File: config.mk
export PLATFORM = sky130hd
export DESIGN_NAME = lab3_sweep_ctrl
export DESIGN_NICKNAME = d
export VERILOG_FILES = /design/src/rtl/lab3_pkg.sv /design/src/rtl/lab3_sweep_chk.sv /design/src/rtl/lab3_sweep_ctrl.sv
export SDC_FILE = /design/constraint.sdc
export NUM_CORES = 1
export LEC_CHECK = 0
export BUFFER_PORTS_ARGS = -buffer_cell sky130_fd_sc_hd__buf_4
export CAP_MARGIN = 20
export CORE_MARGIN = 2
export CORE_UTILIZATION = 53
export DETAILED_ROUTE_END_ITERATION = 6
export PLACE_DENSITY_LB_ADDON = 0.08
export RECOVER_POWER = 25
export SETUP_SLACK_MARGIN = 0.02
export SLEW_MARGIN = 20
export SYNTH_ARGS = -nofsm -noshare
export SYNTH_HDL_FRONTEND = slang
export SYNTH_SLANG_ARGS = --single-unit
File: constraint.sdc
create_clock -name clk -period 3.1 [get_ports clk]
set_input_delay 0.155 -clock clk [delete_from_list [all_inputs] [get_ports clk]]
set_output_delay 0.155 -clock clk [all_outputs]
set_load 0.005 [all_outputs]
File: src/rtl/lab3_pkg.sv
// Shared types and helpers for the lab3 exhaustive sweep sequencer.
// Holds the sweep FSM state encoding, the vector/result sizing and
// the accessor that pulls one {x,y} golden slice out of a packed table.

package lab3_pkg;

    // Sweep sequencer states
    typedef enum logic [1:0] {
        IDLE   = 2'd0,
        SETTLE = 2'd1,
        SAMPLE = 2'd2,
        FINISH = 2'd3
    } sweep_state_t;

    // Three datapath inputs give eight vectors, two response bits each
    localparam int LAB3_NVEC  = 8;
    localparam int LAB3_RES_W = 16;

    // Returns the expected {x,y} for vector vec from a packed golden table
    function automatic logic [1:0] exp_bits(input logic [LAB3_RES_W-1:0] tbl,
                                            input logic [2:0]            vec);
        return tbl[{vec, 1'b0} +: 2];
    endfunction

endpackage

File: src/rtl/lab3_sweep_chk.sv
// Golden-response checker for the lab3 sweep.
// Compares each sampled {x,y} against the golden table, counts the
// mismatching vectors and remembers the index of the first one.
// Only instantiated when LAB3_SWEEP_GOLDEN_EN is defined.

module lab3_sweep_chk
    import lab3_pkg::*;
#(
    parameter logic [LAB3_RES_W-1:0] EXP_TABLE = 16'hD668
)
(
    input  logic       clk,
    input  logic       rst_n,
    input  logic       clr_i,
    input  logic       sample_i,
    input  logic [2:0] vec_i,
    input  logic [1:0] xy_i,
    output logic [3:0] err_cnt_o,
    output logic [2:0] first_err_o,
    output logic       first_err_vld_o
);

    logic [3:0] err_cnt_q,       err_cnt_d;
    logic [2:0] first_err_q,     first_err_d;
    logic       first_err_vld_q, first_err_vld_d;
    logic       mismatch;

    // A sample is wrong when the captured pair differs from its golden slice
    always_comb begin
        mismatch = sample_i && (xy_i != exp_bits(EXP_TABLE, vec_i));
    end

    // Clear on sweep acceptance, otherwise accumulate errors and latch the first failing index
    always_comb begin
        err_cnt_d       = err_cnt_q;
        first_err_d     = first_err_q;
        first_err_vld_d = first_err_vld_q;
        if (clr_i) begin
            err_cnt_d       = 4'd0;
            first_err_d     = 3'd0;
            first_err_vld_d = 1'b0;
        end else if (mismatch) begin
            // At most eight samples per sweep, so the count tops out at 8 without wrapping
            err_cnt_d = err_cnt_q + 4'd1;
            if (!first_err_vld_q) begin
                first_err_d     = vec_i;
                first_err_vld_d = 1'b1;
            end
        end
    end

    // Checker result registers
    always_ff @(posedge clk or negedge rst_n) begin
        if (!rst_n) begin
            err_cnt_q       <= 4'd0;
            first_err_q     <= 3'd0;
            first_err_vld_q <= 1'b0;
        end else begin
            err_cnt_q       <= err_cnt_d;
            first_err_q     <= first_err_d;
            first_err_vld_q <= first_err_vld_d;
        end
    end

    assign err_cnt_o       = err_cnt_q;
    assign first_err_o     = first_err_q;
    assign first_err_vld_o = first_err_vld_q;

endmodule

File: src/rtl/lab3_sweep_ctrl.sv
// On-chip exhaustive sweep sequencer for the lab3 combinational datapath.
// Steps a/b/c through all eight vectors, holds each for SETTLE_CYC cycles,
// samples {x,y} on the following cycle and packs the responses into result.
// Optional golden comparison is compiled in with LAB3_SWEEP_GOLDEN_EN;
// without it the error outputs are tied off and pass means "sweep completed".

module lab3_sweep_ctrl
    import lab3_pkg::*;
#(
    parameter int                    SETTLE_CYC = 2,
    parameter logic [LAB3_RES_W-1:0] EXP_TABLE  = 16'hD668
)
(
    input  logic                  clk,
    input  logic                  rst_n,
    input  logic                  start,
    input  logic                  abort,
    output logic                  busy,
    output logic                  done,
    output logic                  a,
    output logic                  b,
    output logic                  c,
    input  logic                  x,
    input  logic                  y,
    output logic [LAB3_RES_W-1:0] result,
    output logic [3:0]            err_cnt,
    output logic [2:0]            first_err,
    output logic                  first_err_vld,
    output logic                  pass
);

    localparam logic [3:0] SettleLast = 4'(SETTLE_CYC - 1);
    localparam logic [2:0] VecLast    = 3'(LAB3_NVEC - 1);

    sweep_state_t          state_q,  state_d;
    logic [2:0]            vec_q,    vec_d;
    logic [3:0]            cnt_q,    cnt_d;
    logic [LAB3_RES_W-1:0] result_q, result_d;
    logic                  pass_q,   pass_d;
    logic                  clearRes;
    logic                  sampleEn;
    logic                  noErrors;

    // Next-state logic: sweep sequencing, with abort overriding every transition
    always_comb begin
        state_d  = state_q;
        vec_d    = vec_q;
        cnt_d    = cnt_q;
        pass_d   = pass_q;
        clearRes = 1'b0;
        sampleEn = 1'b0;
        case (state_q)
            IDLE: begin
                if (start) begin
                    state_d  = SETTLE;
                    vec_d    = 3'd0;
                    cnt_d    = 4'd0;
                    pass_d   = 1'b0;
                    clearRes = 1'b1;
                end
            end
            SETTLE: begin
                if (cnt_q == SettleLast) begin
                    state_d = SAMPLE;
                end else begin
                    cnt_d = cnt_q + 4'd1;
                end
            end
            SAMPLE: begin
                sampleEn = 1'b1;
                cnt_d    = 4'd0;
                if (vec_q == VecLast) begin
                    state_d = FINISH;
                end else begin
                    vec_d   = vec_q + 3'd1;
                    state_d = SETTLE;
                end
            end
            FINISH: begin
                state_d = IDLE;
                vec_d   = 3'd0;
                pass_d  = noErrors;
            end
            default: begin
                state_d = IDLE;
                vec_d   = 3'd0;
                cnt_d   = 4'd0;
            end
        endcase
        // Abort drops the sweep: drive lines return to 0, partial results stay, pass is not set
        if (abort) begin
            state_d  = IDLE;
            vec_d    = 3'd0;
            cnt_d    = 4'd0;
            pass_d   = pass_q;
            clearRes = 1'b0;
            sampleEn = 1'b0;
        end
    end

    // Result capture: cleared on acceptance, one {x,y} slice written per sampled vector
    always_comb begin
        result_d = result_q;
        if (clearRes) begin
            result_d = '0;
        end else if (sampleEn) begin
            result_d[{vec_q, 1'b0} +: 2] = {x, y};
        end
    end

    // Sequencer registers
    always_ff @(posedge clk or negedge rst_n) begin
        if (!rst_n) begin
            state_q  <= IDLE;
            vec_q    <= 3'd0;
            cnt_q    <= 4'd0;
            result_q <= '0;
            pass_q   <= 1'b0;
        end else begin
            state_q  <= state_d;
            vec_q    <= vec_d;
            cnt_q    <= cnt_d;
            result_q <= result_d;
            pass_q   <= pass_d;
        end
    end

`ifdef LAB3_SWEEP_GOLDEN_EN
    lab3_sweep_chk #(
        .EXP_TABLE (EXP_TABLE)
    ) u_chk (
        .clk             (clk),
        .rst_n           (rst_n),
        .clr_i           (clearRes),
        .sample_i        (sampleEn),
        .vec_i           (vec_q),
        .xy_i            ({x, y}),
        .err_cnt_o       (err_cnt),
        .first_err_o     (first_err),
        .first_err_vld_o (first_err_vld)
    );

    // Pass requires a clean sweep when the golden table is checked
    always_comb begin
        noErrors = (err_cnt == 4'd0);
    end
`else
    logic unused_golden;

    // Without the comparator the golden table is deliberately left unconnected
    always_comb begin
        unused_golden = ^EXP_TABLE;
    end

    assign err_cnt       = 4'd0;
    assign first_err     = 3'd0;
    assign first_err_vld = 1'b0;

    // Pass only signals that the sweep ran to completion
    always_comb begin
        noErrors = 1'b1;
    end
`endif

    assign busy   = (state_q != IDLE);
    assign done   = (state_q == FINISH) && !abort;
    assign a      = vec_q[2];
    assign b      = vec_q[1];
    assign c      = vec_q[0];
    assign result = result_q;
    assign pass   = pass_q;

endmodule

==> impl_metrics.ini <==
[cells_and_area]
antenna_cells_inserted = 0
post_route_cells_drive_above_1_share_pct = 18.3
fill_cells = 244
layout.nets = 212
area_delta_synth_final_pct = 15.4

[worst_setup_path]
setup.worst_path.end_class = register
worst-setup-path-type = register to register
path_common_cell = sky130_fd_sc_hd__ha_1
worstPathArrival_ps = 2710
slowest_stage = sky130_fd_sc_hd__dfrtp_1
reg2reg_from = vec_q[0]
crit_path_start_kind = register
cells_on_worst_reg2reg_path = 7
critical_path.max_fanout = 12
critPathTopFamily = simple AND/OR/NAND/NOR gates
rr_endpoint = result[1]
crit_path_cell_trace = inv_1 -> ha_1 -> ha_1 -> or4b_1 -> or3_4 -> nand3_1 -> o21ai_1
critical-path-max-stage-delay_ps = 580
setup.worst_path.start = vec_q[0]
endpoint = result[1]
r2r_slack_ps = 610
timing.critical_path.depth = 7
timing.critical_path.buf_inv = 1
worst_ep_required_time_ps = 3320

[clock_tree]
post_cts_buffers = 0
insertion_delay_ps = 320
clock_input_transition_at_the_sequential_cells_of_the_worst_setup_and_hold_paths_ps = 140
cts_resized = 0
cts_buffers = 3
clock_sinks = 26
clockBufferDepth = 2
post_cts_hold_buffer_count = 1
tritoncts = yes
depth_of_the_cts_h_tree = 1
ctsRootBufferMaster = sky130_fd_sc_hd__clkbuf_4

[floorplanning]
start_util_pct = 56.6
total_die_area_mm2 = 0.00342
io_pins = 36
dieWidth_um = 58.5
die_y_um = 58.5
fp-row-count = 19
placeable_core_area_mm2 = 0.00278

[power_and_ir_drop]
cellPowerDensity_mw_per_mm2 = 514
cellLeakagePower_nw = 0.864
irDropWorstVdd_uv = 424
post-layout-total-power_uw = 935

[synth]
synth.avg_cell_area_um2 = 9.61
ys_top_cells_by_area = sky130_fd_sc_hd__dfrtp_1, sky130_fd_sc_hd__ha_1, sky130_fd_sc_hd__mux2i_1
ys_ff_latch = 26
yosys_warnings = 0
number_of_synthesized_flops_with_an_enable_pin = 0
synth_top_area_share_pct = 41.3
yosys.area.top_type = sky130_fd_sc_hd__dfrtp_1
async_flop_share_pct = 100
yosys-top-cells-count = sky130_fd_sc_hd__dfrtp_1, sky130_fd_sc_hd__nand2_1, sky130_fd_sc_hd__mux2i_1
synth_area_mm2 = 0.00158
post-synth-top-count-cell = sky130_fd_sc_hd__dfrtp_1
synth_cell_type_count = 34
number_of_cells_produced_by_synthesis = 164
yosys_most_used_dff = sky130_fd_sc_hd__dfrtp_1
ys_seq_area_share_pct = 41.3

[grt]
antenna_found_initial = 0
wire_length_of_the_first_global_routing_pass_mm = 5.07
grt_pass1_vias = 1131
overflow = 0
maximum_number_of_pins_on_one_net_before_global_route_repair = 27
globalRouteTotalUtil_pct = 19.5

[timing]
timing.clock.skew_ps = 1.36
finalWorstPathRequiredPeriod_ps = 2490
timing.final.setup_violations = 0
hold_viol = 0
rsz_0062_raised_after_global_routing = false
worst-slew-pin-transition_ps = 1430
report.final.slew_viol_count = 0
max_slew_margin_pct = 4.58
ratio_of_final_minimum_period_to_clock_period_pct = 80.2
fin_setup_tns_ps = 0
maximum_achievable_frequency_mhz = 402

[drt]
wl_met2_mm = 1.62
detailroute.wirelength.met3_um = 125
final_antenna_net_count = 0
dr_total_vias = 1219
drt_iter0_markers = 29
wl_final_mm = 3.08
drt_drc_violations_left = 0
detail_route.wl_per_cell_um = 13.9
post_drt_via_cell_ratio = 5.49
routed.top_layer = met4
drtPass1Iterations = 4
metal_1_wl_mm = 1.31

[placement]
gpl.final_weighted_congestion = 0.862
post_dp_hpwl_mm = 2.39
place.port_buffers = 27

[run_status]
run_status = complete, no violations

[job]
max-cap-violations = 0

[hold_path]
whs_path_depth = 3
min_path_type = input pin to register
## cell families after synthesis
logic type / synth area share [%]
buffers and inverters: 6.99
adders and majority gates: 11.1
AOI/OAI and AO/OA: 7.39
other: 0.238
muxes: 11.6
and+or+nand+nor: 21.4
DFF: 41.3
## how the worst min path moves through the flow
stage / from / endpoint
after floorplan: rst_n / cnt_q[0]
after global placement: rst_n / result[13]
after detailed placement: rst_n / result[13]
after CTS: y / result[0]
after global routing: x / result[1]
final: x / result[1]
## worst reg2reg max path, stage by stage (launching register included)
cell                      delay (ps)
sky130_fd_sc_hd__dfrtp_1         580
sky130_fd_sc_hd__inv_1           150
sky130_fd_sc_hd__ha_1            230
sky130_fd_sc_hd__ha_1            360
sky130_fd_sc_hd__or4b_1          540
sky130_fd_sc_hd__or3_4           360
sky130_fd_sc_hd__nand3_1          90
sky130_fd_sc_hd__o21ai_1          90
## flip-flops by register name, indices dropped and copies added, names as in the netlist
| signal | count |
|---|---|
| cnt_q | 4 |
| pass | 1 |
| result | 16 |
| state_q | 2 |
| vec_q | 3 |
## per-layer routing
layer,vias to the layer above,track usage [%]
li1,601,-
met1,587,23.0
met2,29,36.4
met3,2,2.64
met4,0,5.98
met5,-,0
## layout by cell type (no fill, tap or decap), types with 2 or more instances in the layout
master	n
sky130_fd_sc_hd__clkbuf_4	3
sky130_fd_sc_hd__inv_1	7
sky130_fd_sc_hd__o21ai_0	7
sky130_fd_sc_hd__nand4_1	2
sky130_fd_sc_hd__nor2b_1	6
sky130_fd_sc_hd__or3_1	2
sky130_fd_sc_hd__nand2_1	24
sky130_fd_sc_hd__nor3_1	5
sky130_fd_sc_hd__nor4_1	2
sky130_fd_sc_hd__mux2_2	2
sky130_fd_sc_hd__nand2b_1	4
sky130_fd_sc_hd__o21ai_1	2
sky130_fd_sc_hd__buf_4	26
sky130_fd_sc_hd__ha_1	14
sky130_fd_sc_hd__a21oi_1	4
sky130_fd_sc_hd__conb_1	8
sky130_fd_sc_hd__mux2i_1	16
sky130_fd_sc_hd__dfrtp_1	26
sky130_fd_sc_hd__nand3_1	6
sky130_fd_sc_hd__nor2_1	10
## layout make-up
cell class              instances  area [µm²]  area share, %
clock inverters                 1        30.0           1.65
clock buffers                   3        22.5           1.24
flip-flops and latches         26         651           35.8
inverters                       7        26.3           1.45
multi-input cells             126         841           46.2
well taps                      31        38.8           2.13
repair buffers                 28         209           11.5
## where the power goes
part | switching [mW] | internal, mW
clock | 0.103 | 0.131
combinational | 0.168 | 0.134
sequential | 0.0301 | 0.369
total | 0.301 | 0.634
## stage by stage
| step | cell area (µm²) | std cells | worst slack [ps] | util [%] | hold slack, ps |
|---|---|---|---|---|---|
| after global placement | 1760 | 217 | 762 | 63.2 | 76.9 |
| after detailed placement | 1760 | 217 | 664 | 63.2 | 82.5 |
| final | 1820 | 222 | 614 | 65.4 | 83.4 |
| after CTS | 1820 | 222 | 640 | 65.5 | 69.1 |
| after global routing | 1820 | 222 | 470 | 65.4 | 79.1 |
| after floorplan | 1600 | 171 | 886 | - | -141 |
No activity file was read; power rests on OpenSTA's default activity.
